**config.mk**
```make
export PLATFORM = sky130hd
export DESIGN_NAME = multicycle_seq
export DESIGN_NICKNAME = d
export VERILOG_FILES = /design/src/rtl/multicycle_seq.sv
export SDC_FILE = /design/constraint.sdc
export NUM_CORES = 1
export LEC_CHECK = 0
export ABC_AREA = 1
export CORE_MARGIN = 2
export CORE_UTILIZATION = 42
export CTS_BUF_LIST = sky130_fd_sc_hd__clkbuf_4 sky130_fd_sc_hd__clkbuf_8 sky130_fd_sc_hd__clkbuf_16
export CTS_CLUSTER_SIZE = 20
export DETAILED_ROUTE_END_ITERATION = 8
export PLACE_DENSITY = 0.81
export SYNTH_ARGS = -nofsm -noshare
export SYNTH_HDL_FRONTEND = slang
export SYNTH_SLANG_ARGS = --single-unit
```
**constraint.sdc**
```tcl
create_clock -name clk -period 1.6 [get_ports clk]
set_clock_uncertainty 0.15 [all_clocks]
set_input_delay 0.24 -clock clk [delete_from_list [all_inputs] [get_ports clk]]
set_output_delay 0.24 -clock clk [all_outputs]
set_load 0.05 [all_outputs]
```
**src/rtl/multicycle_seq.sv**
```systemverilog
// Multicycle control sequencer for a MIPS-subset datapath (LW, SW, ADDI, six R-type ALU ops).
// FETCH -> DECODE -> EXEC -> [MEM] -> [WB] -> FETCH, with a sticky HALT on unsupported encodings.
module multicycle_seq (
  input  logic        clk,
  input  logic        rst_n,
  input  logic [31:0] instr,
  input  logic        imem_ack,
  input  logic        dmem_ack,
  output logic        imem_req,
  output logic        ir_write,
  output logic        pc_write,
  output logic        reg_write,
  output logic        reg_dst,
  output logic        alu_src,
  output logic        mem_to_reg,
  output logic        mem_read,
  output logic        mem_write,
  output logic [5:0]  alu_op,
  output logic [2:0]  state,
  output logic        illegal,
  output logic [15:0] retired
);

  localparam logic [2:0] S_FETCH  = 3'd0;
  localparam logic [2:0] S_DECODE = 3'd1;
  localparam logic [2:0] S_EXEC   = 3'd2;
  localparam logic [2:0] S_MEM    = 3'd3;
  localparam logic [2:0] S_WB     = 3'd4;
  localparam logic [2:0] S_HALT   = 3'd5;

  localparam logic [1:0] CLS_R    = 2'd0;
  localparam logic [1:0] CLS_LW   = 2'd1;
  localparam logic [1:0] CLS_SW   = 2'd2;
  localparam logic [1:0] CLS_ADDI = 2'd3;

  localparam logic [5:0] OP_RTYPE = 6'b000000;
  localparam logic [5:0] OP_LW    = 6'b100011;
  localparam logic [5:0] OP_SW    = 6'b101011;
  localparam logic [5:0] OP_ADDI  = 6'b001000;
  localparam logic [5:0] FN_ADD   = 6'b100000;

  logic [2:0]  state_reg;
  logic [2:0]  state_next;
  logic [1:0]  cls_reg;
  logic [1:0]  cls_dec;
  logic [5:0]  funct_reg;
  logic        illegal_reg;
  logic [15:0] count_reg;
  logic        legal;
  logic        retire;

  // Only opcode and funct fields matter to control; the rest belongs to the datapath.
  logic unused_instr_bits;
  assign unused_instr_bits = ^instr[25:6];

  // Instruction classification, consumed only while in DECODE.
  always_comb begin
    legal   = 1'b0;
    cls_dec = CLS_R;
    case (instr[31:26])
      OP_LW: begin
        legal   = 1'b1;
        cls_dec = CLS_LW;
      end
      OP_SW: begin
        legal   = 1'b1;
        cls_dec = CLS_SW;
      end
      OP_ADDI: begin
        legal   = 1'b1;
        cls_dec = CLS_ADDI;
      end
      OP_RTYPE: begin
        cls_dec = CLS_R;
        case (instr[5:0])
          6'b100000, 6'b100010, 6'b100100,
          6'b100101, 6'b100111, 6'b100110: legal = 1'b1;
          default:                         legal = 1'b0;
        endcase
      end
      default: begin
        legal   = 1'b0;
        cls_dec = CLS_R;
      end
    endcase
  end

  always_ff @(posedge clk or negedge rst_n) begin
    if (!rst_n) begin
      state_reg <= S_FETCH;
    end else begin
      state_reg <= state_next;
    end
  end

  always_comb begin
    state_next = state_reg;
    case (state_reg)
      S_FETCH:  state_next = imem_ack ? S_DECODE : S_FETCH;
      S_DECODE: state_next = legal ? S_EXEC : S_HALT;
      S_EXEC:   state_next = (cls_reg == CLS_LW || cls_reg == CLS_SW) ? S_MEM : S_WB;
      S_MEM: begin
        if (dmem_ack) begin
          state_next = (cls_reg == CLS_LW) ? S_WB : S_FETCH;
        end else begin
          state_next = S_MEM;
        end
      end
      S_WB:     state_next = S_FETCH;
      S_HALT:   state_next = S_HALT;
      default:  state_next = S_FETCH;
    endcase
  end

  // Class and funct are captured once so later changes on instr cannot disturb execution.
  always_ff @(posedge clk or negedge rst_n) begin
    if (!rst_n) begin
      cls_reg     <= CLS_R;
      funct_reg   <= 6'd0;
      illegal_reg <= 1'b0;
    end else if (state_reg == S_DECODE) begin
      if (legal) begin
        cls_reg   <= cls_dec;
        funct_reg <= instr[5:0];
      end else begin
        illegal_reg <= 1'b1;
      end
    end
  end

  assign retire = (state_reg == S_WB) ||
                  (state_reg == S_MEM && cls_reg == CLS_SW && dmem_ack);

  always_ff @(posedge clk or negedge rst_n) begin
    if (!rst_n) begin
      count_reg <= 16'd0;
    end else if (retire) begin
      count_reg <= count_reg + 16'd1;
    end
  end

  // Outputs are gated by rst_n so that nothing is requested while reset is held.
  always_comb begin
    imem_req   = 1'b0;
    ir_write   = 1'b0;
    pc_write   = 1'b0;
    reg_write  = 1'b0;
    reg_dst    = 1'b0;
    alu_src    = 1'b0;
    mem_to_reg = 1'b0;
    mem_read   = 1'b0;
    mem_write  = 1'b0;
    alu_op     = 6'd0;
    if (rst_n) begin
      case (state_reg)
        S_FETCH: begin
          imem_req = 1'b1;
          ir_write = imem_ack;
          pc_write = imem_ack;
        end
        S_EXEC: begin
          alu_op  = (cls_reg == CLS_R) ? funct_reg : FN_ADD;
          alu_src = (cls_reg != CLS_R);
        end
        S_MEM: begin
          alu_op    = (cls_reg == CLS_R) ? funct_reg : FN_ADD;
          alu_src   = (cls_reg != CLS_R);
          mem_read  = (cls_reg == CLS_LW);
          mem_write = (cls_reg == CLS_SW);
        end
        S_WB: begin
          reg_write  = 1'b1;
          reg_dst    = (cls_reg == CLS_R);
          mem_to_reg = (cls_reg == CLS_LW);
        end
        default: begin
          imem_req = 1'b0;
        end
      endcase
    end
  end

  assign state   = state_reg;
  assign illegal = illegal_reg;
  assign retired = count_reg;

endmodule

```
### After elaboration in Yosys (flattened, before gate mapping)

Cells that the tools add are included.

* reductions and logical operators: 13
* div/mod/pow operators: 0
* shift-type cells: 0
* multiply operators: 0
* bitwise logic cells: 1
* $add $sub $neg: 1
* multiplexer cells: 28
* equal/unequal tests: 16
* magnitude comparators: 0

Operators by type and width (number)
* $eq 6x6->1 const B: 8
* $mux 1: 18
* $mux 6: 3
* $add 16x1->16 const B: 1
* $pmux 3 s5: 1
* $mux 3: 4
* $eq 3x2->1 const B: 2
* $eq 3x3->1 const B: 2
* $eq 6x4->1 const B: 1
* $logic_not 6->1: 1
* $pmux 2 s3: 1
* $reduce_or 6->1: 1
* $reduce_and 2->1: 2
* $eq 3x1->1 const B: 1
* $logic_not 3->1: 1
* $reduce_or 3->1: 1
* $eq 2x1->1 const B: 1
* $eq 2x2->1 const B: 1
* $logic_and 1x1->1: 2
* $logic_not 2->1: 1
* $logic_or 1x1->1: 2
* $pmux 1 s2: 1
* $reduce_bool 2->1: 1
* $reduce_or 2->1: 1
* $not 1->1: 1

* input bits: 36
* memory bits (read-only): 0
* memories: 0
* RAM bits: 0
* output and inout port bits: 35
* register bits: 28
* bits in latches: 0

### Depth between registers and ports, before layout

* depth after elaboration: 6
* gate-level depth with buffers: 9

### Worst setup path before layout

OpenSTA, ideal clock, no wires.

* path type: register -> output
* from: reg state_reg[2], in the netlist state[2]
* to: out alu_op[5]
* cell stages (with the launch flop): 4
* setup slack: -0.919 ns
* data arrival time: 2.129 ns
* cell sequence: dfrtp_1 -> inv_2 -> nand2_1 -> a211oi_1

* longest elaborated chain between the ends: 4
* elaborated cells on any way between the ends: 5

RTL lines
* from (decl): RTL line 42 `logic [2:0] state_reg;`
* from (signal assigned): RTL line 92 `state_reg <= state_next;`
* $eq 3x2->1: RTL line 155 `case (state_reg)`
* $reduce_or 2->1 (no source line) *
* $mux 6 *
* $mux 6 *: RTL line 154 `if (rst_n) begin`
* to (decl): RTL line 18 `output logic [5:0] alu_op,`

Mark *: on every way between the ends. The rest lies on a longest branch, timed or not.

### Worst setup path in the final report

* from: reg cls_reg[0]
* to: out alu_op[5]

* longest elaborated chain between the ends: 4

RTL lines
* from (decl): RTL line 44 `logic [1:0] cls_reg;`
* from (signal assigned): RTL line 123 `cls_reg <= cls_dec;`
* $logic_not 2->1: RTL line 162, 166
* $mux 6: RTL line 162, 166
* $mux 6
* $mux 6: RTL line 154

Every way passes these cells.

==> tab_implementation.tex <==
\begin{tabular}{lr}
\hline
Metric & Value \\
\hline
\multicolumn{2}{l}{\textbf{Timing}} \\
\quad Setup ws final & -0.318 ns \\
\quad RSZ-0062 raised after global routing & yes \\
\quad Actual transition at the worst max-transition pin & 0.395 ns \\
\quad Fin. Hold Viols & 0 \\
\quad Final count of pins violating max slew & 0 \\
\quad Max Clock Freq & 521 MHz \\
\quad Final number of setup-violating endpoints & 28 \\
\quad Sum Neg Setup Slack & -4.48 ns \\
\quad Min Tclk post-route & 1.92 ns \\
\quad Final period utilization & 120\% \\
\quad Worst slew slack as a fraction of its limit & 73.5\% \\
\multicolumn{2}{l}{\textbf{Layout}} \\
\quad Non-filler instance count after layout & 387 \\
\quad Fin nets & 378 \\
\quad Layout Area Growth over Synthesis & 100\% \\
\quad Filler cells & 154 \\
\quad Antenna fix cells & 0 \\
\quad Final design instance area without fill & 3510 um\^{}2 \\
\quad Largest register FFs & 16 \\
\quad Proportion of layout cells with a drive suffix above 1 & 49.9\% \\
\multicolumn{2}{l}{\textbf{Global route}} \\
\quad Maximum number of pins on one net before global-route repair & 29 \\
\quad Global-route wire length before repair & 10700 um \\
\quad GRT Util Overall & 30.8\% \\
\quad Remaining Overflow, GRT & 0 \\
\quad Via count of the first global-routing pass & 2196 \\
\quad Number of antenna violations at the first check in global routing & 0 \\
\multicolumn{2}{l}{\textbf{Clock tree}} \\
\quad Max Buffers Root-to-Sink & 2 \\
\quad TritonCTS clock tree & built \\
\quad Clock net sink count & 28 \\
\quad Clock latency on the worst-skew pair & 0.30 ns \\
\quad CTS clk-pin slew, worst paths & 0.09 ns \\
\quad Count of H-tree levels built during CTS & 1 \\
\quad Cell at the root of the clock tree & clkbuf\_8 \\
\quad Cts bufs inserted & 3 \\
\multicolumn{2}{l}{\textbf{Route}} \\
\quad Total number of vias & 2323 \\
\quad Number of detailed-routing iterations run before antenna repair & 6 \\
\quad Wire length per cell after detailed routing & 20.6 um \\
\quad Residual DRC count & 0 \\
\quad Antenna Nets Post-Route & 0 \\
\quad Sum of routed wire length over all layers & 7970 um \\
\quad Detailed router's first-iteration violation count & 409 \\
\quad Post-detailed-route via-to-cell ratio & 6.00 \\
\multicolumn{2}{l}{\textbf{Placement}} \\
\quad IO buf count & 50 \\
\quad Count of placed standard cells including taps & 358 \\
\quad GP Congestion & 0.842 \\
\quad Post-DP HPWL & 3910 um \\
\quad Worst slack at placement & -0.224 ns \\
\quad Dpl cell area & 3010 um\^{}2 \\
\multicolumn{2}{l}{\textbf{Flow run}} \\
\quad Max-Cap Viols & 0 \\
\multicolumn{2}{l}{\textbf{Synthesis}} \\
\quad Commonest register cell after synthesis & dfrtp\_1 \\
\quad Cell taking the most area after synthesis & dfrtp\_1 \\
\quad Post-synthesis cell area & 1750 um\^{}2 \\
\quad Post-Syn Nets & 280 \\
\quad Area share of the leading cell type in the synthesized netlist & 40.0\% \\
\quad Synth top cells by count & nand2\_1, dfrtp\_1, inv\_1 \\
\quad Asr flop ratio synth & 100\% \\
\quad Most used standard cell by instance count after synthesis & nand2\_1 \\
\quad Fraction of the mapped netlist area in compound gates & 3.65\% \\
\quad Post-synthesis mux area share & 0\% \\
\quad Yosys reg bits & 28 \\
\quad Share of synthesized area occupied by flip-flops and latches & 40.0\% \\
\quad Largest family of logic cells by synthesized area & simple AND/OR/NAND/NOR gates \\
\quad Post-synth EDFFs & 0 \\
\quad Syn Area/Cell & 7.29 um\^{}2 \\
\quad Area share of and/or/nand/nor cells after synthesis & 41.0\% \\
\quad Post-synthesis cell type count & 27 \\
\quad Count of warnings emitted by yosys & 0 \\
\quad Count of mapped cells out of synthesis & 240 \\
\quad Xor and xnor area share after synthesis & 4.36\% \\
\quad Synthesized-area fraction occupied by adder cells & 2.86\% \\
\quad Leading post-synthesis cells by cell area & dfrtp\_1, nand2\_1, inv\_1, nand3\_1, nor2\_1 \\
\multicolumn{2}{l}{\textbf{Floorplanning}} \\
\quad Starting Density & 43.8\% \\
\quad Rows & 23 \\
\quad Num ports & 71 \\
\quad Overall die area & 4700 um\^{}2 \\
\quad Die width & 68.6 um \\
\quad Placeable core area & 4000 um\^{}2 \\
\quad Height of the chip & 68.6 um \\
\multicolumn{2}{l}{\textbf{Setup path}} \\
\quad Data arrival time at the worst-slack endpoint & 1.53 ns \\
\quad Worst setup SP type & register \\
\quad Start-to-end type of the worst setup path & register to output port \\
\quad Req. time, crit path & 1.21 ns \\
\quad Capturing element type of the critical path & output port \\
\quad Highest fanout seen on the critical path & 2 \\
\multicolumn{2}{l}{\textbf{Pwr}} \\
\quad Power density cells & 1360 nW/um\^{}2 \\
\quad Tot Pwr & 4.75 mW \\
\quad Static power due to leakage & 1.60 nW \\
\quad Maximum vdd ir drop & 0.727 mV \\
\multicolumn{2}{l}{\textbf{Outcome}} \\
\quad Violations in the final reports & negative setup slack \\
\quad Run status & finished with violations \\
\multicolumn{2}{l}{\textbf{Hold path}} \\
\quad Class of the worst hold path & register to register \\
\hline
\end{tabular}
## metal layers
layer / track usage, % / part of all wire (%)
met4: 14.8 / 6.6
met1: 35.7 / 34
met3: 5.84 / 9.0
met5: 0 / 0
met2: 54.4 / 50
## final cells by class
cell class	instances	area [um^2]	share of cell area (%)
clock buffer	4	48.8	1.39
inverter	31	129	3.67
multi-input combinational	178	1260	36.0
sequential	28	718	20.5
tap	50	62.6	1.78
timing repair buffer	96	1280	36.6
## path summary, 6_finish.rpt
kind / end / cells after the start / startpoint / slack, ns
max: alu_op[5] / 5 / cls_reg[0]$_DFFE_PN0P_ / -0.32
min: funct_reg[1]$_DFFE_PN0P_ / 2 / funct_reg[1]$_DFFE_PN0P_ / 0.35
max reg2reg: retired[7]$_DFFE_PN0P_ / 9 / state[2]$_DFF_PN0_ / -0.15
min reg2reg: funct_reg[1]$_DFFE_PN0P_ / 2 / funct_reg[1]$_DFFE_PN0P_ / 0.35
max in group asynchronous: retired[8]$_DFFE_PN0P_ / 3 / rst_n / 0.60
min in group asynchronous: retired[4]$_DFFE_PN0P_ / 3 / rst_n / 0.39
## power breakdown
group	total [mW]	switching (mW)	leakage, nW	internal, mW
Combinational	3.18	1.74	1.23	1.44
Clock	0.445	0.248	0.0262	0.197
Sequential	1.12	0.225	0.343	0.900
## logic make-up after synthesis
group / count (synthesis)
flip-flops: 28
XOR/XNOR: 7
AO/OA/AOI/OAI: 12
adder cells (fa/ha/maj): 4
buffers and inverters: 34
AND/OR/NAND/NOR: 155
## repair_timing
action / CTS / global route
cloned: 0 / 1
endpoints found under the setup margin: 16 / 42
setup buffers: 14 / 10
hold endpoints to repair: 0 / 0
pin swaps: 11 / 12
gates resized for setup: 20 / 40
hold buffers: 0 / 0
## critical path, cell delays in order, from the launching register on
cell      delay (ns)
dfrtp_1         0.39
inv_2           0.07
ha_4            0.19
buf_4           0.16
a211oi_4        0.25
buf_12          0.17
## metrics by stage
stage,hold slack (ns),utilization (%)
2_1_floorplan,-0.206,-
3_3_place_gp,0.310,75.2
3_5_place_dp,0.317,75.2
4_1_cts,0.339,80.7
5_1_grt,0.386,87.7
6_report,0.351,87.7
## layout by cell type, fill, tap and decap left out, types with 2 or more instances in the layout
master | synthesis | routed
xor2_2 | 1 | 2
nor3b_4 | 0 | 5
nand4_1 | 8 | 8
xor2_1 | 4 | 3
buf_12 | 0 | 38
nand2_2 | 6 | 11
inv_2 | 4 | 5
nand2_8 | 0 | 2
nand2_4 | 0 | 2
nor3_2 | 1 | 3
ha_4 | 0 | 2
buf_4 | 2 | 34
clkbuf_8 | 0 | 3
dfrtp_1 | 28 | 14
nor2_4 | 0 | 7
nor2_2 | 3 | 6
nand3_1 | 19 | 17
nor3_4 | 0 | 8
inv_1 | 27 | 21
inv_4 | 0 | 5
dfrtp_2 | 0 | 14
nand2_1 | 77 | 68
o21ai_1 | 4 | 5
nor3_1 | 12 | 2
nor2_1 | 18 | 8
nand3_4 | 0 | 2
buf_6 | 1 | 7
a21oi_1 | 3 | 2
nand3_2 | 3 | 3
clkdlybuf4s50_1 | 0 | 15
Power figures use the tool's default switching activity.
